===== src/rtl/msk_tof_pkg.sv =====
// Shared constants and helpers for the masked Toffoli gadget: randomness budget
// per lane and the location of each share pair's r/s bits inside a lane slice.
package msk_tof_pkg;

  localparam int R_OFS         = 0;
  localparam int S_OFS         = 1;
  localparam int BITS_PER_PAIR = 2;

  function automatic int rnd_per_lane(input int d);
    return d * (d - 1);
  endfunction

  // Lexicographic index of the unordered pair (i, j), i < j.
  function automatic int pair_idx(input int i, input int j, input int d);
    return (i * (2 * d - i - 1)) / 2 + (j - i - 1);
  endfunction

  // Bit position of r_ij or s_ij in a lane slice; symmetric in i and j.
  function automatic int rnd_bit(input int i, input int j, input int d, input int ofs);
    int lo;
    int hi;
    lo = (i < j) ? i : j;
    hi = (i < j) ? j : i;
    return BITS_PER_PAIR * pair_idx(lo, hi, d) + ofs;
  endfunction

endpackage


===== src/rtl/msk_tof_hpc3_lane.sv =====
// One lane of the d-share HPC3-style Toffoli gadget: registers the diagonal,
// product and refresh terms on en, then XORs registered terms per share.
module msk_tof_hpc3_lane
  import msk_tof_pkg::*;
#(
  parameter int D = 2
) (
  input  logic                       clk,
  input  logic                       rst,
  input  logic                       en,
  input  logic [D-1:0]               x,
  input  logic [D-1:0]               y,
  input  logic [D-1:0]               c,
  input  logic [rnd_per_lane(D)-1:0] rnd,
  output logic [D-1:0]               out
);

  logic [D-1:0]        d_d, d_q;
  logic [D-1:0][D-1:0] p_d, p_q;
  logic [D-1:0][D-1:0] q_d, q_q;

  always_comb begin
    // NOTE: every target gets its hold value first, so no path leaves it unassigned and no latch is inferred.
    d_d = d_q;
    p_d = p_q;
    q_d = q_q;
    if (en) begin
      for (int i = 0; i < D; i++) begin
        d_d[i] = (x[i] & y[i]) ^ c[i];
        for (int j = 0; j < D; j++) begin
          if (j == i) begin
            p_d[i][j] = 1'b0;
            q_d[i][j] = 1'b0;
          end else begin
            // Only y_j masked by r_ij crosses into domain i before the register.
            p_d[i][j] = x[i] & (y[j] ^ rnd[rnd_bit(i, j, D, R_OFS)]);
            q_d[i][j] = (~x[i] & rnd[rnd_bit(i, j, D, R_OFS)]) ^ rnd[rnd_bit(i, j, D, S_OFS)];
          end
        end
      end
    end
  end

  always_ff @(posedge clk) begin
    // NOTE: share registers are cleared on reset so no stale share survives a restart; sequential state uses <= only.
    if (rst) begin
      d_q <= '0;
      p_q <= '0;
      q_q <= '0;
    end else begin
      d_q <= d_d;
      p_q <= p_d;
      q_q <= q_d;
    end
  end

  always_comb begin
    out = '0;
    for (int i = 0; i < D; i++) begin
      out[i] = d_q[i];
      for (int j = 0; j < D; j++) begin
        if (j != i) out[i] = out[i] ^ p_q[i][j] ^ q_q[i][j];
      end
    end
  end

endmodule


===== src/rtl/msk_tof_hpc3_pipe.sv =====
// Multi-lane masked Toffoli stage, out = a*b ^ c per lane, with operand swap,
// one register stage, valid/ready handshake and a saturating transaction count.
module msk_tof_hpc3_pipe
  import msk_tof_pkg::*;
#(
  parameter int D  = 2,
  parameter int L  = 1,
  parameter int CW = 16
) (
  input  logic                         clk,
  input  logic                         rst,
  input  logic                         in_valid,
  output logic                         in_ready,
  input  logic                         swap,
  input  logic [L*D-1:0]               ina,
  input  logic [L*D-1:0]               inb,
  input  logic [L*D-1:0]               inc,
  input  logic [L*rnd_per_lane(D)-1:0] rnd,
  input  logic                         rnd_valid,
  output logic [L*D-1:0]               out,
  output logic                         out_valid,
  input  logic                         out_ready,
  output logic [CW-1:0]                n_ops
);

  localparam int RND = rnd_per_lane(D);

  logic           fire;
  logic           out_valid_d, out_valid_q;
  logic [CW-1:0]  n_ops_d, n_ops_q;
  logic [L*D-1:0] x, y;

  always_comb begin
    in_ready    = !out_valid_q || out_ready;
    fire        = in_valid && rnd_valid && in_ready;
    out_valid_d = out_valid_q;
    if (fire)           out_valid_d = 1'b1;
    else if (out_ready) out_valid_d = 1'b0;
    n_ops_d = n_ops_q;
    if (fire && (n_ops_q != '1)) n_ops_d = n_ops_q + CW'(1);
    x = swap ? inb : ina;
    y = swap ? ina : inb;
  end

  always_ff @(posedge clk) begin
    if (rst) begin
      out_valid_q <= 1'b0;
      n_ops_q     <= '0;
    end else begin
      out_valid_q <= out_valid_d;
      n_ops_q     <= n_ops_d;
    end
  end

  // Term registers only load on fire, so a stalled result is held as-is.
  for (genvar k = 0; k < L; k++) begin : g_lane
    msk_tof_hpc3_lane #(.D(D)) u_lane (
      .clk (clk),
      .rst (rst),
      .en  (fire),
      .x   (x[k*D +: D]),
      .y   (y[k*D +: D]),
      .c   (inc[k*D +: D]),
      .rnd (rnd[k*RND +: RND]),
      .out (out[k*D +: D])
    );
  end

  assign out_valid = out_valid_q;
  assign n_ops     = n_ops_q;

endmodule


===== config.mk =====
export PLATFORM = sky130hd
export DESIGN_NAME = msk_tof_hpc3_pipe
export DESIGN_NICKNAME = d
export VERILOG_FILES = /design/src/rtl/msk_tof_pkg.sv /design/src/rtl/msk_tof_hpc3_lane.sv /design/src/rtl/msk_tof_hpc3_pipe.sv
export SDC_FILE = /design/constraint.sdc
export NUM_CORES = 1
export LEC_CHECK = 0
export BUFFER_PORTS_ARGS = -buffer_cell sky130_fd_sc_hd__buf_4
export CORE_AREA = 10 10 77 79
export CTS_BUF_LIST = sky130_fd_sc_hd__clkbuf_16
export CTS_CLUSTER_DIAMETER = 40
export DETAILED_ROUTE_END_ITERATION = 10
export DIE_AREA = 0 0 87 89
export GPL_TIMING_DRIVEN = 0
export PLACE_DENSITY = 0.45
export SLEW_MARGIN = 20
export SYNTH_ARGS = -nofsm -noshare
export SYNTH_HDL_FRONTEND = slang
export SYNTH_SLANG_ARGS = --single-unit
export TNS_END_PERCENT = 20

===== constraint.sdc =====
create_clock -name clk -period 2 [get_ports clk]
set_input_delay 0.4 -clock clk [delete_from_list [all_inputs] [get_ports clk]]
set_output_delay 0.4 -clock clk [all_outputs]
set_load 0.02 [all_outputs]

==> summary.json <==
{
  "routed_length_per_placed_instance_um": 15.0,
  "maximum_number_of_pins_on_one_net_before_global_route_repair": 14,
  "setup.worst_path.end_class": "register",
  "min_path_type": "input pin to register",
  "dieArea_sq_um": 7740,
  "number_of_distinct_library_cell_variants_in_the_gate_level_netlist_after_synthesis": 35,
  "status": "completed",
  "syn-cell-area_sq_um": 1280,
  "hold_path_startpoint": "inc[0]",
  "io_pins": 34,
  "critPathLaunch": "n_ops[0]",
  "timing_hold_violations_final": 0,
  "dr.pass1.iters": 4,
  "cts_tree": "built",
  "groute.usage.overall_pct": 9.35,
  "antenna_cells_inserted": 0,
  "finClkSkew_ns": 0.00770,
  "timing.setup.critical_path_class": "register to register",
  "synth-simple-area-share_pct": 30.6,
  "critPathRequiredTime_ns": 2.19,
  "slew-limit-headroom_pct": 61.7,
  "die-height_um": 89,
  "die_width_um": 87,
  "synth_enable_flop_cells": 0,
  "final_min_period_over_clock_period_pct": 93.8,
  "fin_nets": 204,
  "synth_sequential_area_ratio_pct": 36.1,
  "first_global_vias": 1200,
  "avgSynthCellArea_sq_um": 8.40,
  "area_delta_synth_final_pct": 31.7,
  "clock_path_buffers": 2,
  "gp_routability_congestion": 0.736,
  "synth_top_area_share_pct": 36.1,
  "worst_hold_path.num_cells": 3,
  "post_drt_via_cell_ratio": 5.14,
  "setup-violations-final": 0,
  "synth.ff_latch_count": 23,
  "cts.root.buffer_cell": "clkbuf_16",
  "total_vias_in_the_final_route": 1244,
  "std_cell_rows": 25,
  "wire_length_of_the_first_global_routing_pass_mm": 5.91,
  "htree_levels": 1,
  "synth_area_leader_cell": "dfxtp_1",
  "critical_path_startpoint_category": "register",
  "global_route.overflow_total": 0,
  "netlist_top_cells_area": "dfxtp_1, mux2_2, nand2_1",
  "fin_area_sq_um": 1680,
  "clkSlewWorstSetupHoldPaths_ns": 0.07,
  "clock_sinks": 23,
  "maxSlewViolCount": 0,
  "initial_core_utilization_pct": 28.1,
  "ys.flop_type": "dfxtp_1",
  "setup_total_negative_slack_ns": 0,
  "crit_path_dat_ns": 2.07,
  "clk-insertion-delay-late_ns": 0.26,
  "yosysWarningCount": 0,
  "async_reset_ff_share_pct": 0,
  "postPlaceCellArea_sq_um": 1580,
  "muxShareOfSynthArea_pct": 9.22,
  "core_sq_um": 4540,
  "p_leak_uw": 0.000647,
  "detailedPlacementHpwl_mm": 2.82,
  "cts_made_buffers": 3,
  "synth_xor_area_share_pct": 6.86,
  "antenna_found_initial": 0,
  "power_density_nw_per_um2": 634,
  "fmaxAchievable_mhz": 533,
  "worstRegToRegCells": 5,
  "drive_gt1_share_pct": 25.0,
  "portBuffers": 32,
  "drc": 0,
  "synth_top_family_by_area": "simple AND/OR/NAND/NOR gates",
  "worstReg2RegStart": "n_ops[0]",
  "critical_path_peak_fanout": 8,
  "vdd.ir_drop.worst_v": 0.000268,
  "worst_slew_pin_slew_ns": 0.574,
  "synthesized_instance_count": 152,
  "period_minus_slack_ns": 1.88,
  "antenna_violating_nets_post_route": 0,
  "synth-adder-area-share_pct": 0.980,
  "layout.filler_cells": 476,
  "fraction_of_the_mapped_netlist_area_in_compound_gates_pct": 13.8,
  "grt_setup_unrepaired": "yes",
  "drt-initial-drc-count": 39,
  "syn_nets": 167,
  "final_total_power_uw": 1060,
  "drt_wirelength_mm": 3.63,
  "drv.max_cap_violation_count": 0
}
==> synth_stat cells, drive strengths merged, types with 3 or more instances <==
master and n:
dfxtp 23, nand2 15, nor2 14, a21oi 8
nor2b 7, nor3 7, a211oi 6, mux2 6
xnor2 6, clkbuf 5, mux2i 5, nand3 5
or4 5, and3 4, nand4 4, nor4 4
xor2 4, a31oi 3, o31ai 3
==> critical path, cell delays in order, from the launching register on <==
cell     delay [ns]
dfxtp_1        0.41
ha_1           0.22
and3_1         0.21
nand4_1        0.28
or4_1          0.55
a21oi_1        0.14
==> path summary, 6_finish.rpt <==
kind | end | slack, ns
setup / recovery | n_ops[10] | 0.12
hold / removal | g_lane[0].u_lane.d_q[0] | 0.47
setup reg to reg | n_ops[10] | 0.12
hold reg to reg | g_lane[0].u_lane.q_q[2] | 0.52
==> where the power goes <==
group | switching, uW | internal (uW)
registers | 8.91 | 469
clock network | 178 | 270
logic | 74.6 | 64.5
total | 262 | 803
==> timing repair <==
item | CTS | global route
hold buffers | 0 | 0
endpoints found under the hold margin | 0 | 0
endpoints found under the setup margin | 1 | 5
gates resized for setup | 1 | 1
buffers inserted | 0 | 0
pin swaps | 0 | 1
==> flip-flops by register name (all words and copies together), names as in the netlist <==
register / flops
g_lane.u_lane.d_q: 2
g_lane.u_lane.p_q: 2
g_lane.u_lane.q_q: 2
n_ops: 16
out_valid: 1
==> per-stage QoR <==
| step | utilization [%] | cells | hold slack (ns) | setup slack [ns] |
|---|---|---|---|---|
| floorplan | - | 152 | 0.490 | 0.144 |
| detailed placement | 34.9 | 238 | 0.506 | -0.00872 |
| finish | 37.0 | 242 | 0.475 | 0.124 |
| CTS | 36.9 | 242 | 0.482 | 0.0589 |
| global placement | 34.9 | 238 | 0.499 | -0.00323 |
| global route | 37.0 | 242 | 0.493 | -0.0546 |
==> cells by family after synthesis <==
logic type / after synthesis
simple gates: 72
compound gates: 27
fa+ha+maj: 1
flops: 23
buf+inv: 8
xor+xnor: 10
mux: 11
==> cells in the final DEF (no fill, tap or decap), types with 5 or more instances in the layout <==
cell      instances
a21oi_1           8
nor2_1           14
mux2i_1           5
xnor2_1           6
nand2_1          15
mux2_2            6
or4_1             5
dfxtp_1          23
a211oi_1          6
nor2b_1           6
buf_4            32
nor3_1            7
==> metal layers <==
layer,routed length [um],track usage [%]
met1,1620,10.8
met5,0,0
met3,193,2.37
met2,1770,16.2
met4,52,3.53
==> cell type report <==
class                           instances  area (sq um)  area share (%)
Inverter                                3          11.3           0.670
Clock inverter                          1          5.00           0.298
Clock buffer                            3          75.1            4.47
Tap cell                               54          67.6            4.02
Sequential cell                        23           460            27.4
Timing Repair Buffer                   32           240            14.3
Buffer                                  5          20.0            1.19
Multi-Input combinational cell        121           801            47.7
No activity file was read; power rests on OpenSTA's default activity.
